[config.mk]
export PLATFORM = sky130hd
export DESIGN_NAME = ram_cmd_arbiter
export DESIGN_NICKNAME = d
export VERILOG_FILES = /design/src/rtl/ram_cmd_arbiter.sv
export SDC_FILE = /design/constraint.sdc
export NUM_CORES = 1
export LEC_CHECK = 0
export ABC_AREA = 1
export BUFFER_PORTS_ARGS = -buffer_cell sky130_fd_sc_hd__buf_2
export CELL_PAD_IN_SITES_DETAIL_PLACEMENT = 1
export CELL_PAD_IN_SITES_GLOBAL_PLACEMENT = 2
export CORE_MARGIN = 5
export CORE_UTILIZATION = 26
export DETAILED_ROUTE_END_ITERATION = 6
export PLACE_DENSITY_LB_ADDON = 0.1
export RECOVER_POWER = 50
export SLEW_MARGIN = 20
export SYNTH_ARGS = -nofsm -noshare
export SYNTH_HDL_FRONTEND = slang
export SYNTH_SLANG_ARGS = --single-unit
[constraint.sdc]
create_clock -name clk -period 2.25 [get_ports clk]
set_input_delay 0.1125 -clock clk [delete_from_list [all_inputs] [get_ports clk]]
set_output_delay 0.1125 -clock clk [all_outputs]
set_load 0.01 [all_outputs]
[src/rtl/ram_cmd_arbiter.sv]
// Two-requester arbiter for a single-port sync RAM command interface.
// An address command locks the RAM pointer to its issuer; read data goes back to whoever issued the read.
//
// state | meaning
// IDLE  | no lock; round-robin grant between valid requesters
// LOCK0 | requester 0 owns the address pointer
// LOCK1 | requester 1 owns the address pointer
module ram_cmd_arbiter #(
  parameter int LOCK_TIMEOUT = 16,
  parameter int TIMER_WIDTH  = 5
) (
  input  logic       clk,
  input  logic       rst,
  input  logic [9:0] req0_din,
  input  logic       req0_valid,
  output logic       req0_ready,
  output logic [7:0] req0_dout,
  output logic       req0_tx_valid,
  input  logic [9:0] req1_din,
  input  logic       req1_valid,
  output logic       req1_ready,
  output logic [7:0] req1_dout,
  output logic       req1_tx_valid,
  output logic [9:0] ram_din,
  output logic       ram_rx_valid,
  input  logic [7:0] ram_dout,
  input  logic       ram_tx_valid,
  output logic       lock_to
);

  typedef enum logic [1:0] {
    IDLE  = 2'd0,
    LOCK0 = 2'd1,
    LOCK1 = 2'd2
  } state_t;

  localparam logic [TIMER_WIDTH-1:0] TIMER_LAST = TIMER_WIDTH'(LOCK_TIMEOUT - 1);
  localparam logic [TIMER_WIDTH-1:0] TIMER_MAX  = '1;

  state_t                 state_q, state_d;
  logic                   rr_q, rr_d;
  logic [TIMER_WIDTH-1:0] timer_q, timer_d;
  logic                   lock_to_d;

  logic       acc0, acc1, acc, acc_id;
  logic [9:0] acc_cmd;
  logic       rd_v1_q, rd_id1_q, rd_v2_q, rd_id2_q;

  // The lock owner is ready unconditionally; in IDLE only the arbitration winner is.
  always_comb begin
    req0_ready = 1'b0;
    req1_ready = 1'b0;
    case (state_q)
      IDLE: begin
        req0_ready = req0_valid & (~req1_valid | ~rr_q);
        req1_ready = req1_valid & (~req0_valid | rr_q);
      end
      LOCK0:   req0_ready = 1'b1;
      LOCK1:   req1_ready = 1'b1;
      default: ;
    endcase
  end

  assign acc0    = req0_valid & req0_ready;
  assign acc1    = req1_valid & req1_ready;
  assign acc     = acc0 | acc1;
  assign acc_id  = acc1;
  assign acc_cmd = acc1 ? req1_din : req0_din;

  // Opcode bit 8 clear means an address command (00/10), which takes or renews the lock.
  always_comb begin
    state_d   = state_q;
    rr_d      = rr_q;
    timer_d   = timer_q;
    lock_to_d = 1'b0;
    if (acc) rr_d = ~acc_id;
    case (state_q)
      IDLE: begin
        if (acc && !acc_cmd[8]) begin
          state_d = acc_id ? LOCK1 : LOCK0;
          timer_d = '0;
        end
      end
      LOCK0, LOCK1: begin
        if (acc) begin
          if (acc_cmd[8]) state_d = IDLE;
          else            timer_d = '0;
        end else if (timer_q == TIMER_LAST) begin
          state_d   = IDLE;
          lock_to_d = 1'b1;
          rr_d      = (state_q == LOCK0);
        end else if (timer_q != TIMER_MAX) begin
          timer_d = timer_q + 1'b1;
        end
      end
      default: state_d = IDLE;
    endcase
  end

  always_ff @(posedge clk) begin
    if (rst) begin
      state_q <= IDLE;
      rr_q    <= 1'b0;
      timer_q <= '0;
      lock_to <= 1'b0;
    end else begin
      state_q <= state_d;
      rr_q    <= rr_d;
      timer_q <= timer_d;
      lock_to <= lock_to_d;
    end
  end

  always_ff @(posedge clk) begin
    if (rst) begin
      ram_din      <= '0;
      ram_rx_valid <= 1'b0;
    end else begin
      ram_rx_valid <= acc;
      if (acc) ram_din <= acc_cmd;
    end
  end

  // Read ownership travels alongside the RAM latency so each response finds its issuer.
  always_ff @(posedge clk) begin
    if (rst) begin
      rd_v1_q       <= 1'b0;
      rd_id1_q      <= 1'b0;
      rd_v2_q       <= 1'b0;
      rd_id2_q      <= 1'b0;
      req0_dout     <= '0;
      req0_tx_valid <= 1'b0;
      req1_dout     <= '0;
      req1_tx_valid <= 1'b0;
    end else begin
      rd_v1_q       <= acc & (acc_cmd[9:8] == 2'b11);
      rd_id1_q      <= acc_id;
      rd_v2_q       <= rd_v1_q;
      rd_id2_q      <= rd_id1_q;
      req0_tx_valid <= rd_v2_q & ram_tx_valid & ~rd_id2_q;
      req1_tx_valid <= rd_v2_q & ram_tx_valid & rd_id2_q;
      if (rd_v2_q && ram_tx_valid && !rd_id2_q) req0_dout <= ram_dout;
      if (rd_v2_q && ram_tx_valid && rd_id2_q)  req1_dout <= ram_dout;
    end
  end

endmodule
# Word level (Yosys, flattened, before mapping)
# Index checks and enable logic that the tools add are counted.
# classes
add_sub_neg,1
n_eq_ne,11
muxes,20
bitwise,17
reduce_logical,12
# ops
op,count
$mux W5,5
$ne A3 B3 Y1 const B,5
$mux W10,1
$mux W2,5
$pmux W5 S2,1
$and A1 B1 Y1,8
$not A1 Y1,6
$add A5 B1 Y5 const B,1
$eq A5 B4 Y1 const B,1
$mux W1,5
$ne A5 B5 Y1 const B,1
$reduce_and A5 Y1,1
$eq A2 B2 Y1 const B,2
$logic_and A1 B1 Y1,4
$pmux W1 S2,2
$pmux W2 S2,1
$or A1 B1 Y1,3
$reduce_and A3 Y1,1
$reduce_or A3 Y1,1
$eq A2 B1 Y1 const B,1
$logic_not A1 Y1,2
$logic_not A2 Y1,1
$ne A2 B2 Y1 const B,1
$reduce_bool A2 Y1,1
$reduce_or A2 Y1,1
# totals
reg_bits,42
inputBits,33
wordCells,75

# Depth between registers and ports, before layout
# Gate-level depths: netlist of run 1.
# logic_depth
ltp_word,10
mapped_depth,15
ltp_nobuf,15

# Worst setup path before layout of run 1
# OpenSTA, ideal clock, no wires.
# synth_timing
path_type,register -> register
from,register state_q[0]
to,register timer_q[3]
setup_ns,0.114
arrival_ns,1.550
t_required_ns,2.136
setup_slack_ns,0.586
path_stages_with_launch,15
synth_period_minus_slack_ns,1.664
path_cell_list,dfxtp_1 inv_1 ha_1 nand2_1 nor2_1 nand2_1 nand2_2 nand2_4 nand2_1 nand2_1 nand2_2 nand2_4 nand2_2 nor2_1 nor2_2
# synth_via
elab_chain_cells,8
elab_cells_between_ends,20
cone_classes,6 x eq/ne; 5 x mux; 3 x bitwise; 6 x reduce/logical
# synth_lines
item,line_no,text
start: declaration,40,"state_t state_q, state_d;"
start signal: assignment,107,state_q <= state_d;
$eq A2 B2 Y1 or $logic_not A2 Y1 (tied branches),53,case (state_q)
$pmux W1 S2 (*),53,
named net req1_ready,21,"output logic req1_ready,"
$and A1 B1 Y1 (*),65,assign acc1 = req1_valid & req1_ready;
$mux W10,68,assign acc_cmd = acc1 ? req1_din : req0_din;
$logic_not A1 Y1,79,if (acc && !acc_cmd[8]) begin
$logic_and A1 B1 Y1,79,
$ne A2 B2 Y1 (no source line),n/a,
$reduce_and A5 Y1 (no source line),n/a,
end signal: assignment,109,timer_q <= timer_d;
end: declaration,42,"logic [TIMER_WIDTH-1:0] timer_q, timer_d;"
# Mark *: on every way through the listed nets, which the timed path passes. The rest lies on a longest branch.
# A chain may end at the register's enable or synchronous reset.

# Final worst setup path of run 1
# layout_timing
from,register state_q[0]
to,register rr_q
# layout_via
elab_chain_cells,8
elab_cells_between_ends,14
cone_classes,2 x eq/ne; 6 x mux; 4 x bitwise; 2 x reduce/logical
# layout_lines
item,line_no,text
"$eq A2 B1 Y1, or another cell as far along","53, 77, 91",
$pmux W1 S2,53,
"$and A1 B1 Y1, on equally long branches","64, 65",
$or A1 B1 Y1 or $not A1 Y1 (tied branches),"66, 76",
$mux W1,76,if (acc) rr_d = ~acc_id;
$mux W1,88,end else if (timer_q == TIMER_LAST) begin
$mux W1,85,if (acc) begin
$mux W1 (*),77,case (state_q)
end signal: assignment,108,rr_q <= rr_d;
end: declaration,41,"logic rr_q, rr_d;"
# Mark *: on every way between the ends. The rest lies on a longest branch, timed or not.

==> results of run 1 <==
[cell usage after synthesis]
library cell and count:
a21oi_1 15, buf_2 3, clkbuf_1 5, clkinv_1 2, dfxtp_1 42, ha_1 7
inv_1 24, inv_2 2, nand2_1 31, nand2_2 5, nand2_4 3, nand3_1 20
nand3b_1 1, nand4_1 1, nor2_1 52, nor2_2 3, o211ai_1 1, o21ai_0 16
o21ai_1 1, o31ai_1 8, or2_2 3, xor2_1 1
[worst paths after layout]
| check | start | endpoint | slack, ns | depth (start not counted) |
|---|---|---|---|---|
| hold reg to reg | rd_id1_q$_SDFF_PP0_ | rd_id2_q$_SDFF_PP0_ | 0.41 | 2 |
| hold / removal | ram_dout[1] | req0_dout[1]$_SDFFE_PP0P_ | 0.07 | 3 |
| setup reg to reg | state_q[0]$_SDFFE_PP0P_ | rr_q$_SDFF_PP0_ | 0.33 | 12 |
| setup / recovery | state_q[0]$_SDFFE_PP0P_ | rr_q$_SDFF_PP0_ | 0.33 | 12 |
[final cells by class]
cell class / count / area (sq um)
fill: 908 / 4510
timing repair buffer: 68 / 309
sequential: 42 / 841
clock buffer: 7 / 86.3
inverter: 28 / 109
tap: 96 / 120
clock inverter: 1 / 5.00
multi-input combinational: 168 / 855
[through the flow]
stage | total power, W | hold WS (ns)
6_report | 0.00271 | 0.0692
5_1_grt | 0.00298 | 0.0802
4_1_cts | 0.00277 | 0.0642
3_5_place_dp | 0.00226 | 0.370
3_3_place_gp | 0.00225 | 0.373
2_1_floorplan | 0.00188 | 0.247
[power by group through the flow]
stage | combinational, W | clock, W | sequential, W
finish | 0.00124 | 0.000504 | 0.000972
global route | 0.00143 | 0.000557 | 0.000992
CTS | 0.00127 | 0.000530 | 0.000972
detailed placement | 0.00127 | 0 | 0.000988
global placement | 0.00126 | 0 | 0.000987
floorplan | 0.000879 | 0 | 0.00100
[what timing repair did]
item	4_1_cts	5_1_grt
setup endpoints to repair	0	2
resized for setup	0	2
buffers inserted	0	0
[state kept, by name, summed over array words and instances (netlist names)]
name,count
state_q,2
rr_q,1
req1_dout,8
timer_q,5
rd_id2_q,1
req0_dout,8
ram_rx_valid,1
rd_id1_q,1
rd_v2_q,1
ram_din,10
rd_v1_q,1
lock_to,1
req0_tx_valid,1
req1_tx_valid,1
[kinds of logic (layout without fill, tap and decap cells)]
kind of cell / count (synthesis) / count (layout) / synth area share [%]
compound gates: 41 / 41 / 12.4
fa+ha+maj: 7 / 7 / 4.78
xor+xnor: 1 / 1 / 0.478
simple gates: 119 / 119 / 28.8
buf+inv: 36 / 104 / 7.58
flops: 42 / 42 / 45.9
[routing by layer]
metal	GRT usage [%]	vias up
li1	-	916
met1	16.7	777
met2	19.9	42
met3	3.45	2
met4	2.17	0
met5	0	-
[worst max-delay path: stages, from the launching register on]
cell and delay (ns):
dfxtp_1 0.36, inv_1 0.09, ha_1 0.25, nand2_1 0.07
nor2_1 0.04, nand2_1 0.06, nand2_2 0.08, nand2_4 0.19
nand2_4 0.11, nor2_2 0.22, nand2_1 0.15, o21ai_1 0.14
a21oi_1 0.05
==> results.sh, run 1 <==
export IMPL_synthesis_nets=286
export IMPL_pre_cts_ws_ns=0.183
export IMPL_antenna_found_initial=0
export IMPL_htreeDepth=2
export IMPL_worstPathMaxFanout=16
export IMPL_cell_internal_pwr_w=0.00157
export IMPL_grt_overflow_total=0
export IMPL_synth_seq_area_share_pct=45.9
export IMPL_grt_pass1_wl_um=8800
export IMPL_clock_latency_ns=0.29
export IMPL_fmax_mhz=522
export IMPL_place_area_sq_mm=0.00227
export IMPL_ctsHoldBuffers=0
export IMPL_post_route_period_util_pct=85.2
export IMPL_area_growth_pct=26.9
export IMPL_final_cell_mix="nor2_1 (52), dfxtp_1 (42), buf_2 (34), clkbuf_1 (32), nand2_1 (31)"
export IMPL_slew_headroom_pct=63.2
export IMPL_pwr_share_seq_pct=35.8
export IMPL_ant_nets=0
export IMPL_rsz0062_at_grt="false"
export IMPL_ir_worst_vdd_uv=384
export IMPL_wl_met2_um=2290
export IMPL_drive_above_1_share_pct=19.7
export IMPL_yosysTopAreaCellShare_pct=45.9
export IMPL_critPathArrivalTime_ns=2.10
export IMPL_grt_pass1_vias=1836
export IMPL_dieArea_sq_mm=0.00882
export IMPL_cp_end_kind="register"
export IMPL_die_h_um=93.9
export IMPL_hp_class="in2reg"
export IMPL_cts_inserted_buffers=5
export IMPL_yosysWarnings=0
export IMPL_period_minus_slack_ns=1.92
export IMPL_sw_frac_of_total_pct=42.2
export IMPL_grt_max_degree=20
export IMPL_cts_clk_slew_worst_paths_ns=0.08
export IMPL_ys_ff_latch=42
export IMPL_root_buffer="clkbuf_8"
export IMPL_core_sq_mm=0.00683
export IMPL_comb_power_share_pct=45.6
export IMPL_dpl_cell_count=402
export IMPL_cap_violations=0
export IMPL_drv_slew=0
export IMPL_die_width_um=93.9
export IMPL_synthesis_area_sq_mm=0.00183
export IMPL_top_layer="met4"
export IMPL_cts_buffer_depth=2
export IMPL_cts_sinks=42
export IMPL_final_nets=353
export IMPL_synth_cell_types=22
export IMPL_crit_type="reg2reg"
export IMPL_syn_avg_cell_area_sq_um=7.45
export IMPL_finalSetupViolCount=0
export IMPL_dp_hpwl_um=4090
export IMPL_required_ns=2.43
export IMPL_status="finished, final reports clean"
export IMPL_cts_tree="built"
export IMPL_leakagePower_nw=1.03
export IMPL_fin_area_sq_mm=0.00232
export IMPL_met3_length_um=295
export IMPL_clockPowerShare_pct=18.6
export IMPL_worst_slack_ns=0.334
export IMPL_port_buffers=64
export IMPL_pin_count=65
export IMPL_mostFrequentLayoutCell="nor2_1"
export IMPL_drcViolationCount=0
export IMPL_finalCoreUtilization_pct=34.0
export IMPL_finalClockSkew_ns=0.00509
export IMPL_track_usage_pct=12.4
export IMPL_initial_core_util_pct=26.8
export IMPL_synth_cells=246
export IMPL_tightest_slew_ns=0.551
export IMPL_switchingPower_w=0.00115
export IMPL_drt_initial_drc_count=37
export IMPL_num_rows=30
export IMPL_powerDensity_mw_per_mm2=1170
export IMPL_place_gp_congestion=0.743
export IMPL_wl_met1_um=2620
export IMPL_via_per_inst=4.24
export IMPL_synth_area_top_cells="dfxtp_1 (46%), nor2_1 (11%), nand2_1 (6.4%)"
export IMPL_fin_cells=410
export IMPL_wire_per_inst_um=12.8
export IMPL_num_antenna_cells=0
export IMPL_dr_total_vias=1737
export IMPL_cp_start_kind="register"
export IMPL_drt_pass1_iter_count=4
export IMPL_yosysTopAreaCell="dfxtp_1"
export IMPL_setup_tns_ns=0
export IMPL_routed_wirelength_um=5230
export IMPL_hold_viol=0
Note: power is estimated with default switching activity, not from simulation.
==> run 2, diff against run 1 <==
--- a/config.mk
+++ b/config.mk
@@ -6,12 +6,14 @@
 export NUM_CORES = 1
 export LEC_CHECK = 0
 export ABC_AREA = 1
-export BUFFER_PORTS_ARGS = -buffer_cell sky130_fd_sc_hd__buf_2
 export CELL_PAD_IN_SITES_DETAIL_PLACEMENT = 1
 export CELL_PAD_IN_SITES_GLOBAL_PLACEMENT = 2
 export CORE_MARGIN = 5
-export CORE_UTILIZATION = 26
+export CORE_UTILIZATION = 33
+export CTS_CLUSTER_DIAMETER = 120
 export DETAILED_ROUTE_END_ITERATION = 6
+export DONT_BUFFER_PORTS = 1
+export HOLD_SLACK_MARGIN = 0.1
 export PLACE_DENSITY_LB_ADDON = 0.1
 export RECOVER_POWER = 50
 export SLEW_MARGIN = 20
==> run 2 against run 1 <==
Critical path depth down 2. Non-clock buffer count down 39. Final area down 2.2%. Sequential power up 5%. Largest power group unchanged. Combinational power down 10%. Clock power about the same. Die area down 19%. Hold slack better by 0.045 ns. Clock-buffer cell count down 1. Via count down 6.3%.
==> results.sh, run 2 (synthesis results as in run 1) <==
export IMPL_critPathArrivalTime_ns=2.20
export IMPL_sw_frac_of_total_pct=42.4
export IMPL_die_h_um=84.5
export IMPL_powerDensity_mw_per_mm2=1160
export IMPL_initial_core_util_pct=33.7
export IMPL_r2r_setup_slack_ns=0.23
export IMPL_drcViolationCount=0
export IMPL_rr_endpoint="ram_din[9]$_SDFFE_PP0P_"
export IMPL_finalClockSkew_ns=0.00263
export IMPL_cts_tree="built"
export IMPL_ir_worst_vdd_uv=469
export IMPL_tightest_slew_ns=0.536
export IMPL_power_w=0.00264
export IMPL_hold_start="req0_din[8]"
export IMPL_grt_max_degree=19
export IMPL_grt_pass1_wl_um=8470
export IMPL_cts_clk_slew_worst_paths_ns=0.08
export IMPL_post_route_period_util_pct=89.8
export IMPL_cp_end_kind="register"
export IMPL_dr_total_vias=1628
export IMPL_place_gp_congestion=0.735
export IMPL_cts_buffer_depth=2
export IMPL_dieArea_sq_mm=0.00714
export IMPL_ant_nets=0
export IMPL_crit_type="reg2reg"
export IMPL_r2r_start="state_q[0]$_SDFFE_PP0P_"
export IMPL_routed_wirelength_um=5110
export IMPL_root_buffer="clkbuf_8"
export IMPL_track_usage_pct=14.9
export IMPL_hold_path_cell_count=4
export IMPL_setup_tns_ns=0
export IMPL_dp_hpwl_um=3670
export IMPL_drt_pass1_iter_count=4
export IMPL_fmax_mhz=495
export IMPL_reg_top3="ram_din (10), req0_dout (8), req1_dout (8)"
export IMPL_final_nets=314
export IMPL_min_to="rd_v1_q$_SDFF_PP0_"
export IMPL_comb_power_share_pct=42.1
export IMPL_pwr_share_seq_pct=38.6
export IMPL_port_buffers=0
export IMPL_grt_pass1_vias=1693
export IMPL_largest_reg_flops=10
export IMPL_required_ns=2.43
export IMPL_cell_internal_pwr_w=0.00152
export IMPL_worstPathMaxFanout=16
export IMPL_hold_viol=0
export IMPL_switchingPower_w=0.00112
export IMPL_die_width_um=84.5
export IMPL_cts_inserted_buffers=5
export IMPL_wire_per_inst_um=14.7
export IMPL_holdWs_ns=0.115
export IMPL_slew_headroom_pct=64.2
export IMPL_drive_above_1_share_pct=9.45
export IMPL_clockPowerShare_pct=19.2
export IMPL_htreeDepth=2
export IMPL_num_rows=27
export IMPL_drv_slew=0
export IMPL_fin_cells=347
export IMPL_pin_count=65
export IMPL_dpl_cell_count=311
export IMPL_status="finished, final reports clean"
export IMPL_hp_class="in2reg"
export IMPL_cap_violations=0
export IMPL_final_cell_mix="nor2_1 (52), dfxtp_1 (42), nand2_1 (31), dlygate4sd3_1 (28), inv_1 (24)"
export IMPL_rsz0062_at_grt="false"
export IMPL_top_register="ram_din"
export IMPL_pre_cts_ws_ns=0.171
export IMPL_grt_overflow_total=0
export IMPL_core_sq_mm=0.00544
export IMPL_area_growth_pct=24.1
export IMPL_drt_initial_drc_count=43
export IMPL_worst_slack_ns=0.230
export IMPL_cts_sinks=42
export IMPL_reg2regPathDepth=10
export IMPL_mostFrequentLayoutCell="nor2_1"
export IMPL_period_minus_slack_ns=2.02
export IMPL_clock_latency_ns=0.29
export IMPL_finalSetupViolCount=0
export IMPL_via_per_inst=4.69
export IMPL_antenna_found_initial=0
export IMPL_leakagePower_nw=0.965
export IMPL_num_antenna_cells=0
export IMPL_cp_start_kind="register"
[run 2: cell type report]
| type | instances | area [sq um] |
|---|---|---|
| multi-input combinational | 168 | 855 |
| timing repair buffer | 29 | 288 |
| tap | 72 | 90.1 |
| fill | 678 | 3170 |
| sequential | 42 | 841 |
| clock inverter | 2 | 12.5 |
| clock buffer | 6 | 82.6 |
| inverter | 28 | 105 |
[run 2: power by group through the flow]
stage                     clock network [W]  logic (W)  registers [W]
final                              0.000507    0.00111        0.00102
after global routing               0.000561    0.00128        0.00104
after CTS                          0.000539    0.00113        0.00102
after detailed placement                  0    0.00108        0.00104
after global placement                    0    0.00107        0.00104
after floorplan                           0   0.000879        0.00100
[run 2: metal layers]
layer	global-route usage [%]	part of all wire, %	wire length (um)
met3	5.10	6.7	343
met4	5.18	1.7	86
met1	15.8	40	2070
met5	0	0	0
met2	27.3	51	2610
[run 2: how the worst max path moves through the flow]
| stage | from | cells past startpoint | end |
|---|---|---|---|
| floorplan | state_q[0]$_SDFFE_PP0P_ | 14 | timer_q[3]$_SDFFE_PP0P_ |
| global placement | state_q[0]$_SDFFE_PP0P_ | 10 | ram_din[9]$_SDFFE_PP0P_ |
| detailed placement | state_q[0]$_SDFFE_PP0P_ | 10 | ram_din[9]$_SDFFE_PP0P_ |
| CTS | state_q[0]$_SDFFE_PP0P_ | 10 | ram_din[9]$_SDFFE_PP0P_ |
| global route | state_q[0]$_SDFFE_PP0P_ | 13 | state_q[1]$_SDFFE_PP0P_ |
| finish | state_q[0]$_SDFFE_PP0P_ | 10 | ram_din[9]$_SDFFE_PP0P_ |
[run 2: per-stage QoR]
| step | util, % | instance area, sq um |
|---|---|---|
| 6_report | 41.8 | 2270 |
| 2_1_floorplan | - | 1830 |
| 5_1_grt | 41.8 | 2270 |
| 4_1_cts | 41.8 | 2270 |
| 3_3_place_gp | 34.9 | 1900 |
| 3_5_place_dp | 34.9 | 1900 |
[run 2: critical path, stage by stage (launching register included)]
cell	delay (ns)
dfxtp_1	0.36
inv_1	0.09
ha_1	0.23
nand2_1	0.07
nor2_1	0.04
nand2_1	0.06
nand2_2	0.10
nand2_4	0.19
clkinv_1	0.34
o211ai_1	0.34
nand2_1	0.08
[run 2: repair_timing]
item / CTS / global route
hold buffers: 28 / 0
hold endpoints to repair: 33 / 0
setup buffers: 0 / 0
resized for setup: 0 / 1
setup endpoints to repair: 0 / 4
==> run 3, diff against run 2 <==
--- a/config.mk
+++ b/config.mk
@@ -5,11 +5,10 @@
 export SDC_FILE = /design/constraint.sdc
 export NUM_CORES = 1
 export LEC_CHECK = 0
-export ABC_AREA = 1
 export CELL_PAD_IN_SITES_DETAIL_PLACEMENT = 1
 export CELL_PAD_IN_SITES_GLOBAL_PLACEMENT = 2
 export CORE_MARGIN = 5
-export CORE_UTILIZATION = 33
+export CORE_UTILIZATION = 35
 export CTS_CLUSTER_DIAMETER = 120
 export DETAILED_ROUTE_END_ITERATION = 6
 export DONT_BUFFER_PORTS = 1
==> run 3 against run 2 <==
Synthesized cell count is 12% lower. Global-route usage grew 1.1 points. Flip-flop and latch count unchanged. Sequential share of layout area is 2.4 points lower. Critical path depth fell by 1. Synthesized area grew 1.8%. Critical endpoint is now rd_v1_q$_SDFF_PP0_. Largest cell class unchanged.
==> results.sh, run 3 <==
export IMPL_status="finished, final reports clean"
export IMPL_cap_violations=0
export IMPL_htreeDepth=2
export IMPL_grt_max_degree=38
export IMPL_hold_path_cell_count=2
export IMPL_drv_slew=0
export IMPL_yosysTopAreaCell="dfxtp_1"
export IMPL_synthesis_nets=257
export IMPL_dr_total_vias=1679
export IMPL_post_route_period_util_pct=93.3
export IMPL_fmax_mhz=476
export IMPL_synthesis_area_sq_mm=0.00186
export IMPL_grt_pass1_wl_um=9210
export IMPL_setup_tns_ns=0
export IMPL_crit_type="reg2reg"
export IMPL_clock_latency_ns=0.29
export IMPL_synth_cell_types=39
export IMPL_slew_headroom_pct=63.6
export IMPL_area_growth_pct=30.6
export IMPL_reg2regPathDepth=9
export IMPL_finalSetupViolCount=0
export IMPL_synth_edf_count=0
export IMPL_mostFrequentLayoutCell="dfxtp_1"
export IMPL_die_width_um=83.0
export IMPL_pin_count=65
export IMPL_grt_overflow_total=0
export IMPL_cp_cell_sequence="inv_1, ha_1, nand2_2, o21ai_2, nand2_1, buf_6, nand3_1, dlygate4sd3_1, a21boi_0"
export IMPL_fin_cells=325
export IMPL_routed_wirelength_um=5380
export IMPL_hold_viol=0
export IMPL_required_ns=2.46
export IMPL_hold_start="req0_din[4]"
export IMPL_hp_class="in2reg"
export IMPL_cp_end_kind="register"
export IMPL_drive_above_1_share_pct=9.45
export IMPL_synth_seq_area_share_pct=45.1
export IMPL_grt_pass1_vias=1849
export IMPL_root_buffer="clkbuf_8"
export IMPL_cts_inserted_buffers=5
export IMPL_reg_top3="ram_din (10), req0_dout (8), req1_dout (8)"
export IMPL_place_gp_congestion=0.822
export IMPL_critPathArrivalTime_ns=2.31
export IMPL_largest_reg_flops=10
export IMPL_powerDensity_mw_per_mm2=1220
export IMPL_core_sq_mm=0.00514
export IMPL_track_usage_pct=16.0
export IMPL_cp_start_kind="register"
export IMPL_num_rows=26
export IMPL_rr_endpoint="rd_v1_q$_SDFF_PP0_"
export IMPL_yosysWarnings=0
export IMPL_yosys_top_cells_count="dfxtp_1 (42), nand2_1 (40), a21oi_1 (21), nor2_1 (21)"
export IMPL_min_to="ram_din[4]$_SDFFE_PP0P_"
export IMPL_cp_slowest_stage_delay_ns=0.55
export IMPL_cts_buffer_depth=2
export IMPL_dieArea_sq_mm=0.00689
export IMPL_ir_worst_vdd_uv=796
export IMPL_synth_cells=217
export IMPL_rsz0062_at_grt="false"
export IMPL_drt_pass1_iter_count=4
export IMPL_die_h_um=83.0
export IMPL_fillCellCount=611
export IMPL_drcViolationCount=0
export IMPL_cts_sinks=42
export IMPL_yosysTopAreaCellShare_pct=45.1
export IMPL_cp_slowest_cell="dlygate4sd3_1"
export IMPL_port_buffers=0
export IMPL_finalClockSkew_ns=0.00454
export IMPL_final_nets=294
export IMPL_wire_per_inst_um=16.5
export IMPL_via_per_inst=5.17
export IMPL_yosysMostFrequentCell="dfxtp_1"
export IMPL_ys_ff_latch=42
export IMPL_drt_initial_drc_count=55
export IMPL_r2r_setup_slack_ns=0.15
export IMPL_dp_hpwl_um=3710
export IMPL_top_register="ram_din"
export IMPL_leakagePower_nw=0.966
export IMPL_ys_flop_type="dfxtp_1"
export IMPL_final_cell_mix="dfxtp_1 (41), nand2_1 (39), dlygate4sd3_1 (34), a21oi_1 (21), nor2_1 (21)"
export IMPL_ant_nets=0
export IMPL_worstPathMaxFanout=13
export IMPL_syn_avg_cell_area_sq_um=8.59
export IMPL_tightest_slew_ns=0.544
export IMPL_synth_area_top_cells="dfxtp_1 (45%), nand2_1 (8.1%), a21oi_1 (5.6%)"
export IMPL_dpl_cell_count=281
export IMPL_cts_tree="built"
export IMPL_r2r_start="state_q[0]$_SDFFE_PP0P_"
export IMPL_initial_core_util_pct=36.3
export IMPL_antenna_found_initial=0
export IMPL_async_reset_ff_share_pct=0
export IMPL_cts_clk_slew_worst_paths_ns=0.08
export IMPL_period_minus_slack_ns=2.10
-- run 3: cell count changes in the layout (fill, tap and decap cells not counted), moves of 4 or more --
cell           previous run  this run
nor2_1                   52        21
inv_1                    24         7
nand3_1                  20         4
o21ai_0                  16         2
a211oi_1                  0        10
mux2i_1                   0        10
nand2_1                  31        39
a21oi_1                  15        21
dlygate4sd3_1            28        34
nor2b_1                   0         6
o31ai_1                   8         2
nand2_2                   5         1
-- run 3: worst max-delay path by stage --
stage                            start                      end  slack, ns
5_1_grt        timer_q[1]$_SDFFE_PP0P_  timer_q[2]$_SDFFE_PP0P_      0.001
3_5_place_dp   state_q[0]$_SDFFE_PP0P_  timer_q[2]$_SDFFE_PP0P_       0.13
6_report       state_q[0]$_SDFFE_PP0P_       rd_v1_q$_SDFF_PP0_       0.15
4_1_cts        state_q[0]$_SDFFE_PP0P_       rd_v1_q$_SDFF_PP0_       0.07
3_3_place_gp   timer_q[0]$_SDFFE_PP0P_  timer_q[2]$_SDFFE_PP0P_       0.21
2_1_floorplan  timer_q[0]$_SDFFE_PP0P_  timer_q[2]$_SDFFE_PP0P_       0.33
-- run 3: logic make-up (layout without fill, tap and decap cells) --
family                     Yosys count  in the layout  synth area share, %
AOI/OAI and AO/OA                   53             53                 19.2
other                                0              1                    0
muxes                               10             10                 5.37
xor gates and xnor gates             1              1                0.470
and+or+nand+nor                     88             88                 21.9
buffers and inverters               16             53                 3.29
adders and majority gates            7              7                 4.70
DFF                                 42             42                 45.1
-- run 3: area by class of cell --
class / instances / area (sq um) / share of cell area [%]
clock inverter: 1 / 30.0 / 1.23
inverter: 7 / 26.3 / 1.08
antenna: 1 / 2.50 / 0.103
timing repair buffer: 39 / 394 / 16.2
multi-input combinational: 159 / 970 / 39.8
sequential: 42 / 842 / 34.6
clock buffer: 6 / 82.6 / 3.39
tap: 70 / 87.6 / 3.60
-- run 3: where the power goes --
group	total (W)	leakage [nW]	switching, W	internal, W
clock	0.000600	0.0573	0.000245	0.000355
sequential	0.00104	0.342	0.000151	0.000888
combinational	0.00132	0.566	0.000735	0.000585
-- run 3: per-layer routing --
metal | vias to the layer above | track usage [%] | part of all wire [%]
li1 | 821 | - | -
met1 | 803 | 17.8 | 40
met2 | 48 | 29.0 | 53
met3 | 7 | 5.15 | 6.3
met4 | 0 | 4.61 | 1.2
met5 | - | 0 | 0
-- run 3: worst max-delay path, delay by kind of cell (launching register included) --
kind	cells	cell delay [ns]
buffers and inverters	3	0.80
DFF	1	0.37
and+or+nand+nor	3	0.34
adders and majority gates	1	0.27
AOI/OAI and AO/OA	2	0.25
-- run 3: per-stage QoR --
stage	utilization (%)	cell area, sq um	total power, W	worst slack (ns)	hold slack (ns)
2_1_floorplan	-	1860	0.00196	0.329	0.248
3_3_place_gp	37.7	1940	0.00219	0.214	0.188
3_5_place_dp	37.7	1940	0.00224	0.133	0.190
4_1_cts	46.9	2410	0.00293	0.0693	0.100
5_1_grt	47.3	2430	0.00317	0.00118	0.109
6_report	47.4	2430	0.00296	0.150	0.105
-- run 3: what timing repair did --
item / CTS / global route
hold buffers: 35 / 0
setup endpoints to repair: 0 / 2
gates resized for setup: 0 / 5
buffers inserted: 0 / 1
endpoints found under the hold margin: 38 / 0
